[config.mk]
export PLATFORM = sky130hd
export DESIGN_NAME = display_scan
export DESIGN_NICKNAME = d
export VERILOG_FILES = /design/src/rtl/bc_pkg.sv /design/src/rtl/seg_decode.sv /design/src/rtl/display_scan.sv
export SDC_FILE = /design/constraint.sdc
export NUM_CORES = 1
export LEC_CHECK = 0
export BUFFER_PORTS_ARGS = -buffer_cell sky130_fd_sc_hd__buf_4
export CAP_MARGIN = 40
export CORE_MARGIN = 5
export CORE_UTILIZATION = 50
export CTS_CLUSTER_SIZE = 14
export DETAILED_ROUTE_END_ITERATION = 16
export PLACE_DENSITY = 0.81
export SYNTH_ARGS = -nofsm -noshare
export SYNTH_HDL_FRONTEND = slang
export SYNTH_HIERARCHICAL = 1
export SYNTH_SLANG_ARGS = --single-unit
[constraint.sdc]
create_clock -name clock -period 3.5 [get_ports clock]
set_clock_uncertainty 0.2 [all_clocks]
set_input_delay 0.7 -clock clock [delete_from_list [all_inputs] [get_ports clock]]
set_output_delay 0.7 -clock clock [all_outputs]
set_load 0.01 [all_outputs]
[src/rtl/bc_pkg.sv]
// Display code constants, code layout and small helpers shared by the
// display scanner and its segment decoder.
package bc_pkg;

    // Non-numeric glyph codes driven by the game FSM
    localparam logic [5:0] DASH  = 6'b111111;
    localparam logic [5:0] G     = 6'b001101;
    localparam logic [5:0] U     = 6'b011111;
    localparam logic [5:0] U_ALT = 6'b011110;
    localparam logic [5:0] S     = 6'b011011;
    localparam logic [5:0] S_ALT = 6'b111011;
    localparam logic [5:0] P     = 6'b010101;
    localparam logic [5:0] ONE   = 6'b000011;
    localparam logic [5:0] TWO   = 6'b000101;
    localparam logic [5:0] E     = 6'b111101;
    localparam logic [5:0] E_ALT = 6'b011101;
    localparam logic [5:0] C     = 6'b011001;
    localparam logic [5:0] B     = 6'b010111;

    localparam logic [6:0] SEG_BLANK = 7'h7F;
    localparam logic [7:0] AN_OFF    = 8'hFF;

    // Numeric digits are encoded as {0, value, 0}
    typedef struct packed {
        logic       hi;
        logic [3:0] val;
        logic       lo;
    } code_t;

    typedef enum logic {
        PHASE_OFF = 1'b0,
        PHASE_ON  = 1'b1
    } phase_e;

    function automatic logic is_digit(input logic [5:0] f_code);
        code_t w_c;
        w_c = f_code;
        return !w_c.hi && !w_c.lo && (w_c.val <= 4'd9);
    endfunction

    function automatic logic [3:0] digit_val(input logic [5:0] f_code);
        code_t w_c;
        w_c = f_code;
        return w_c.val;
    endfunction

endpackage

[src/rtl/seg_decode.sv]
// Combinational decode of a 6-bit display code into active-low segments
// ordered {g,f,e,d,c,b,a}; unknown codes blank the digit.
module seg_decode
    import bc_pkg::*;
(
    input  logic [5:0] i_code,
    output logic [6:0] o_seg
);

    always_comb begin
        o_seg = SEG_BLANK;
        if (is_digit(i_code)) begin
            case (digit_val(i_code))
                4'd0:    o_seg = 7'b1000000;
                4'd1:    o_seg = 7'b1111001;
                4'd2:    o_seg = 7'b0100100;
                4'd3:    o_seg = 7'b0110000;
                4'd4:    o_seg = 7'b0011001;
                4'd5:    o_seg = 7'b0010010;
                4'd6:    o_seg = 7'b0000010;
                4'd7:    o_seg = 7'b1111000;
                4'd8:    o_seg = 7'b0000000;
                4'd9:    o_seg = 7'b0010000;
                default: o_seg = SEG_BLANK;
            endcase
        end else begin
            case (i_code)
                DASH:     o_seg = 7'b0111111;
                G:        o_seg = 7'b1000010;
                U, U_ALT: o_seg = 7'b1000001;
                S, S_ALT: o_seg = 7'b0010010;
                P:        o_seg = 7'b0001100;
                ONE:      o_seg = 7'b1111001;
                TWO:      o_seg = 7'b0100100;
                E, E_ALT: o_seg = 7'b0000110;
                C:        o_seg = 7'b0100111;
                B:        o_seg = 7'b0000011;
                default:  o_seg = SEG_BLANK;
            endcase
        end
    end

endmodule

[src/rtl/display_scan.sv]
// Eight-digit multiplexed display scanner with per-frame input snapshot,
// anode dead-time at each slot start and whole-display blinking.
module display_scan
    import bc_pkg::*;
#(
    parameter int unsigned REFRESH_DIV  = 100000,
    parameter int unsigned DEADTIME     = 16,
    parameter int unsigned BLINK_FRAMES = 64
) (
    input  logic       clock,
    input  logic       reset,
    input  logic [5:0] d1,
    input  logic [5:0] d2,
    input  logic [5:0] d3,
    input  logic [5:0] d4,
    input  logic [5:0] d5,
    input  logic [5:0] d6,
    input  logic [5:0] d7,
    input  logic [5:0] d8,
    input  logic       blink,
    output logic [7:0] an,
    output logic [6:0] seg,
    output logic       dp
);

    localparam int unsigned CNT_W = $clog2(REFRESH_DIV);
    localparam int unsigned FR_W  = $clog2(BLINK_FRAMES + 1);

    logic [CNT_W-1:0] r_cnt;
    logic [2:0]       r_idx;
    logic [FR_W-1:0]  r_frames;
    phase_e           r_phase;
    logic [5:0]       r_snap [8];
    logic [7:0]       r_an;
    logic [6:0]       r_seg;

    logic [5:0]       w_din [8];
    logic             w_slot_end;
    logic             w_frame_end;
    logic             w_capture;
    logic             w_lit;
    logic [6:0]       w_seg;

    assign w_din       = '{d1, d2, d3, d4, d5, d6, d7, d8};
    assign w_slot_end  = (r_cnt == CNT_W'(REFRESH_DIV - 1));
    assign w_frame_end = w_slot_end && (r_idx == 3'd7);
    assign w_capture   = (r_cnt == '0) && (r_idx == '0);

    // A low blink forces the display on without waiting for r_phase to update
    assign w_lit = (r_cnt >= CNT_W'(DEADTIME)) && ((r_phase == PHASE_ON) || !blink);

    seg_decode u_seg_decode (
        .i_code (r_snap[r_idx]),
        .o_seg  (w_seg)
    );

    always_ff @(posedge clock) begin
        if (reset) begin
            r_cnt    <= '0;
            r_idx    <= '0;
            r_frames <= '0;
            r_phase  <= PHASE_ON;
            r_snap   <= '{default: DASH};
            r_an     <= AN_OFF;
            r_seg    <= SEG_BLANK;
        end else begin
            if (w_slot_end) begin
                r_cnt <= '0;
                r_idx <= r_idx + 3'd1;
            end else begin
                r_cnt <= r_cnt + CNT_W'(1);
            end

            if (w_capture) begin
                r_snap <= w_din;
            end

            if (!blink) begin
                r_frames <= '0;
                r_phase  <= PHASE_ON;
            end else if (w_frame_end) begin
                if (r_frames == FR_W'(BLINK_FRAMES - 1)) begin
                    r_frames <= '0;
                    r_phase  <= (r_phase == PHASE_ON) ? PHASE_OFF : PHASE_ON;
                end else begin
                    r_frames <= r_frames + FR_W'(1);
                end
            end

            // Anode for dN is an[8-N], i.e. bit 7-idx
            r_an  <= w_lit ? ~(8'h80 >> r_idx) : AN_OFF;
            r_seg <= w_lit ? w_seg : SEG_BLANK;
        end
    end

    assign an  = r_an;
    assign seg = r_seg;
    assign dp  = 1'b1;

endmodule

==> results.yml <==
floorplanning:
  die_area_sq_mm: 0.0112
  start_util_pct: 50.3
  die_y_um: 106
  pin_count: 67
  die_x_um: 106
  coreArea_sq_mm: 0.00911
  rows: 35
cts:
  numCtsBuffers: 9
  path_clk_slew_ns: 0.09
  h-tree-depth: 3
  clock_sink_count: 91
  cts_setup_buffers: 0
  cts_resized: 0
  postCtsHoldBufs: 0
  cts_buffer_depth: 2
  clock_latency_ns: 0.36
  cts_tree: "built"
  clockRootBuffer: "clkbuf_8"
timing:
  setup_tns_ns: 0
  rsz0062_at_grt: "no"
  worst_slack_ns: 0.415
  hold_violations: 0
  drv_slew: 0
  tightestPinTransition_ns: 0.679
  slew-limit-headroom_pct: 54.7
  fmax_mhz: 324
  setup_viol: 0
  fin_crit_ns: 3.08
  timing.final.crit_share_pct: 88.1
routing:
  wl_mm: 10.7
  drt-initial-drc-count: 229
  firstDrtPassIters: 4
  drc: 0
  wl_per_cell_um: 16.4
  via_count: 3876
  ant_nets: 0
  viasPerCell: 5.92
grt:
  grt_antenna_before_repair: 0
  grt_pass1_vias: 3580
  grt_pass1_wl_mm: 17.7
  grt_use_total_pct: 19.3
  grt-ovfl-total: 0
  grt_max_degree: 56
critical_path:
  critPathMaxFanout: 11
  arrival_ns: 3.20
  critPathKind: "flip-flop to flip-flop"
  critPathCaptureType: "flip-flop"
  startpoint_type: "flip-flop"
  cp.required_ns: 3.61
flow_run:
  maxCapViolCount: 0
synthesis:
  avgSynthCellArea_sq_um: 9.32
  syn_nets: 558
  syn_inst: 492
  synth_edf_count: 0
  yosysSeqAreaShare_pct: 39.7
  synth_cell_type_count: 59
  ys.warnings.count: 6
  ys_ff_latch: 91
  synthFlopType: "dfxtp_1"
  syn_area_sq_mm: 0.00458
  async_reset_ff_share_pct: 0
placement:
  place_congestion: 0.839
  post_dp_cell_area_sq_mm: 0.00508
  dp_hpwl_mm: 7.60
  dp_slack_ns: 0.443
  io_buffers: 65
status:
  status: "completed"
power:
  pwr-share-comb_pct: 17.9
  pwr-share-seq_pct: 47.9
  switching_share_pct: 27.3
  power_leakage_uw: 0.00225
  vdd_drop_max_v: 0.000228
  finalPower_uw: 2410
  p_switching_uw: 660
  intPower_uw: 1750
  power_density_mw_per_mm2: 454
  p_clk_share_pct: 34.2
hold_path:
  hold_class: "flip-flop to flip-flop"
cells_and_area:
  fill_cells: 778
  layout_commonest_cell: "dfxtp_1"
  final_layout_size_suffix_gt1_share_pct: 20.4
  diodes: 0
  final_area_sq_mm: 0.00532
  syn_to_final_growth_pct: 15.9
  nNetsFinal: 605
  final_cell_mix: "91 x dfxtp_1, 75 x buf_4, 53 x and3_1"
  post-route-util_pct: 58.4
-- power groups by stage --
stage	logic, uW	registers (uW)	clock network, uW
2_1_floorplan	338	1160	0
3_3_place_gp	420	1180	0
3_5_place_dp	429	1180	0
4_1_cts	431	1150	836
5_1_grt	480	1160	883
6_report	433	1160	825
-- worst max-delay path, stage by stage (launching register included) --
cell and delay [ns]:
dfxtp_1 0.73, mux4_2 0.58, nand2_1 0.09, nand2_1 0.08
ha_1 0.23, or2_2 0.31, a211oi_2 0.40, o2111ai_1 0.19
o311ai_1 0.10, nand2b_1 0.13
-- worst paths after layout --
kind,from,to,slack [ns],cells past startpoint
min reg2reg,r_frames[6]$_SDFFE_PP0P_,r_frames[6]$_SDFFE_PP0P_,0.25,2
min,r_frames[6]$_SDFFE_PP0P_,r_frames[6]$_SDFFE_PP0P_,0.25,2
max reg2reg,r_idx[0]$_SDFFE_PP0N_,seg[5]$_SDFF_PP1_,0.42,9
max,r_idx[0]$_SDFFE_PP0N_,seg[5]$_SDFF_PP1_,0.42,9
-- kinds of logic (layout without fill, tap and decap cells) --
family                   count (synthesis)  after routing  synth area share (%)
AO/OA/AOI/OAI                          109            109                  18.3
XOR/XNOR                                13             13                  2.48
adder cells (fa/ha/maj)                 17             17                  4.53
buffers and inverters                   51            103                  5.49
flip-flops                              91             91                  39.7
multiplexers                            14             14                  6.33
other                                    1              1                0.0818
AND/OR/NAND/NOR                        196            196                  23.0
-- flip-flops by register name, indices dropped and copies added (netlist names) --
name,flops
r_snap,48
r_cnt,17
an,8
r_frames,7
seg,7
r_idx,3
r_phase,1
-- synthesized netlist by cell type, types with 2 or more instances --
| library cell | n | area share [%] |
|---|---|---|
| nor2b_1 | 5 | 0.68 |
| maj3_1 | 2 | 0.44 |
| and4_1 | 2 | 0.38 |
| o21bai_1 | 2 | 0.33 |
| buf_6 | 4 | 0.98 |
| clkbuf_1 | 22 | 1.8 |
| o22ai_1 | 4 | 0.55 |
| nand4b_1 | 2 | 0.38 |
| buf_2 | 6 | 0.66 |
| a21oi_1 | 15 | 1.6 |
| xnor2_1 | 8 | 1.5 |
| mux4_2 | 12 | 5.9 |
| and2_1 | 3 | 0.41 |
| or2_2 | 3 | 0.41 |
| nand4_1 | 7 | 0.96 |
| nor2_1 | 27 | 2.2 |
| a22oi_1 | 2 | 0.33 |
| or3_1 | 3 | 0.41 |
| nor3_1 | 8 | 0.87 |
| nand2_1 | 40 | 3.3 |
| o31ai_1 | 7 | 1.1 |
| o21ai_0 | 10 | 1.1 |
| o311ai_1 | 2 | 0.38 |
| inv_1 | 12 | 0.98 |
| mux2i_1 | 2 | 0.44 |
| a211o_1 | 51 | 9.7 |
| buf_4 | 6 | 0.98 |
| nand3_1 | 18 | 2.0 |
| and3_1 | 53 | 7.2 |
| nand2b_1 | 12 | 1.6 |
| xor2_1 | 5 | 0.96 |
| dfxtp_1 | 91 | 40 |
| nor4_1 | 3 | 0.41 |
| or4_1 | 4 | 0.66 |
| ha_1 | 15 | 4.1 |
-- per-layer routing --
metal	global-route usage (%)	routed length, um	vias to the layer above
met5	0	0	-
met4	7.03	204	0
met3	3.37	512	22
met2	28.2	4830	115
met1	28.5	5200	1832
li1	-	-	1907
-- layout make-up --
class,count,area (sq um),area share [%]
timing repair buffer,75,563,10.6
sequential,91,1820,34.3
tap,111,139,2.61
clock buffer,10,138,2.59
clock inverter,6,97.6,1.84
inverter,12,45.0,0.847
multi-input combinational,350,2510,47.2
-- stage by stage --
stage	hold slack, ns	cells
2_1_floorplan	0.211	492
3_3_place_gp	0.220	639
3_5_place_dp	0.245	639
4_1_cts	0.260	655
5_1_grt	0.288	655
6_report	0.252	655
No activity file was read; power rests on OpenSTA's default activity.
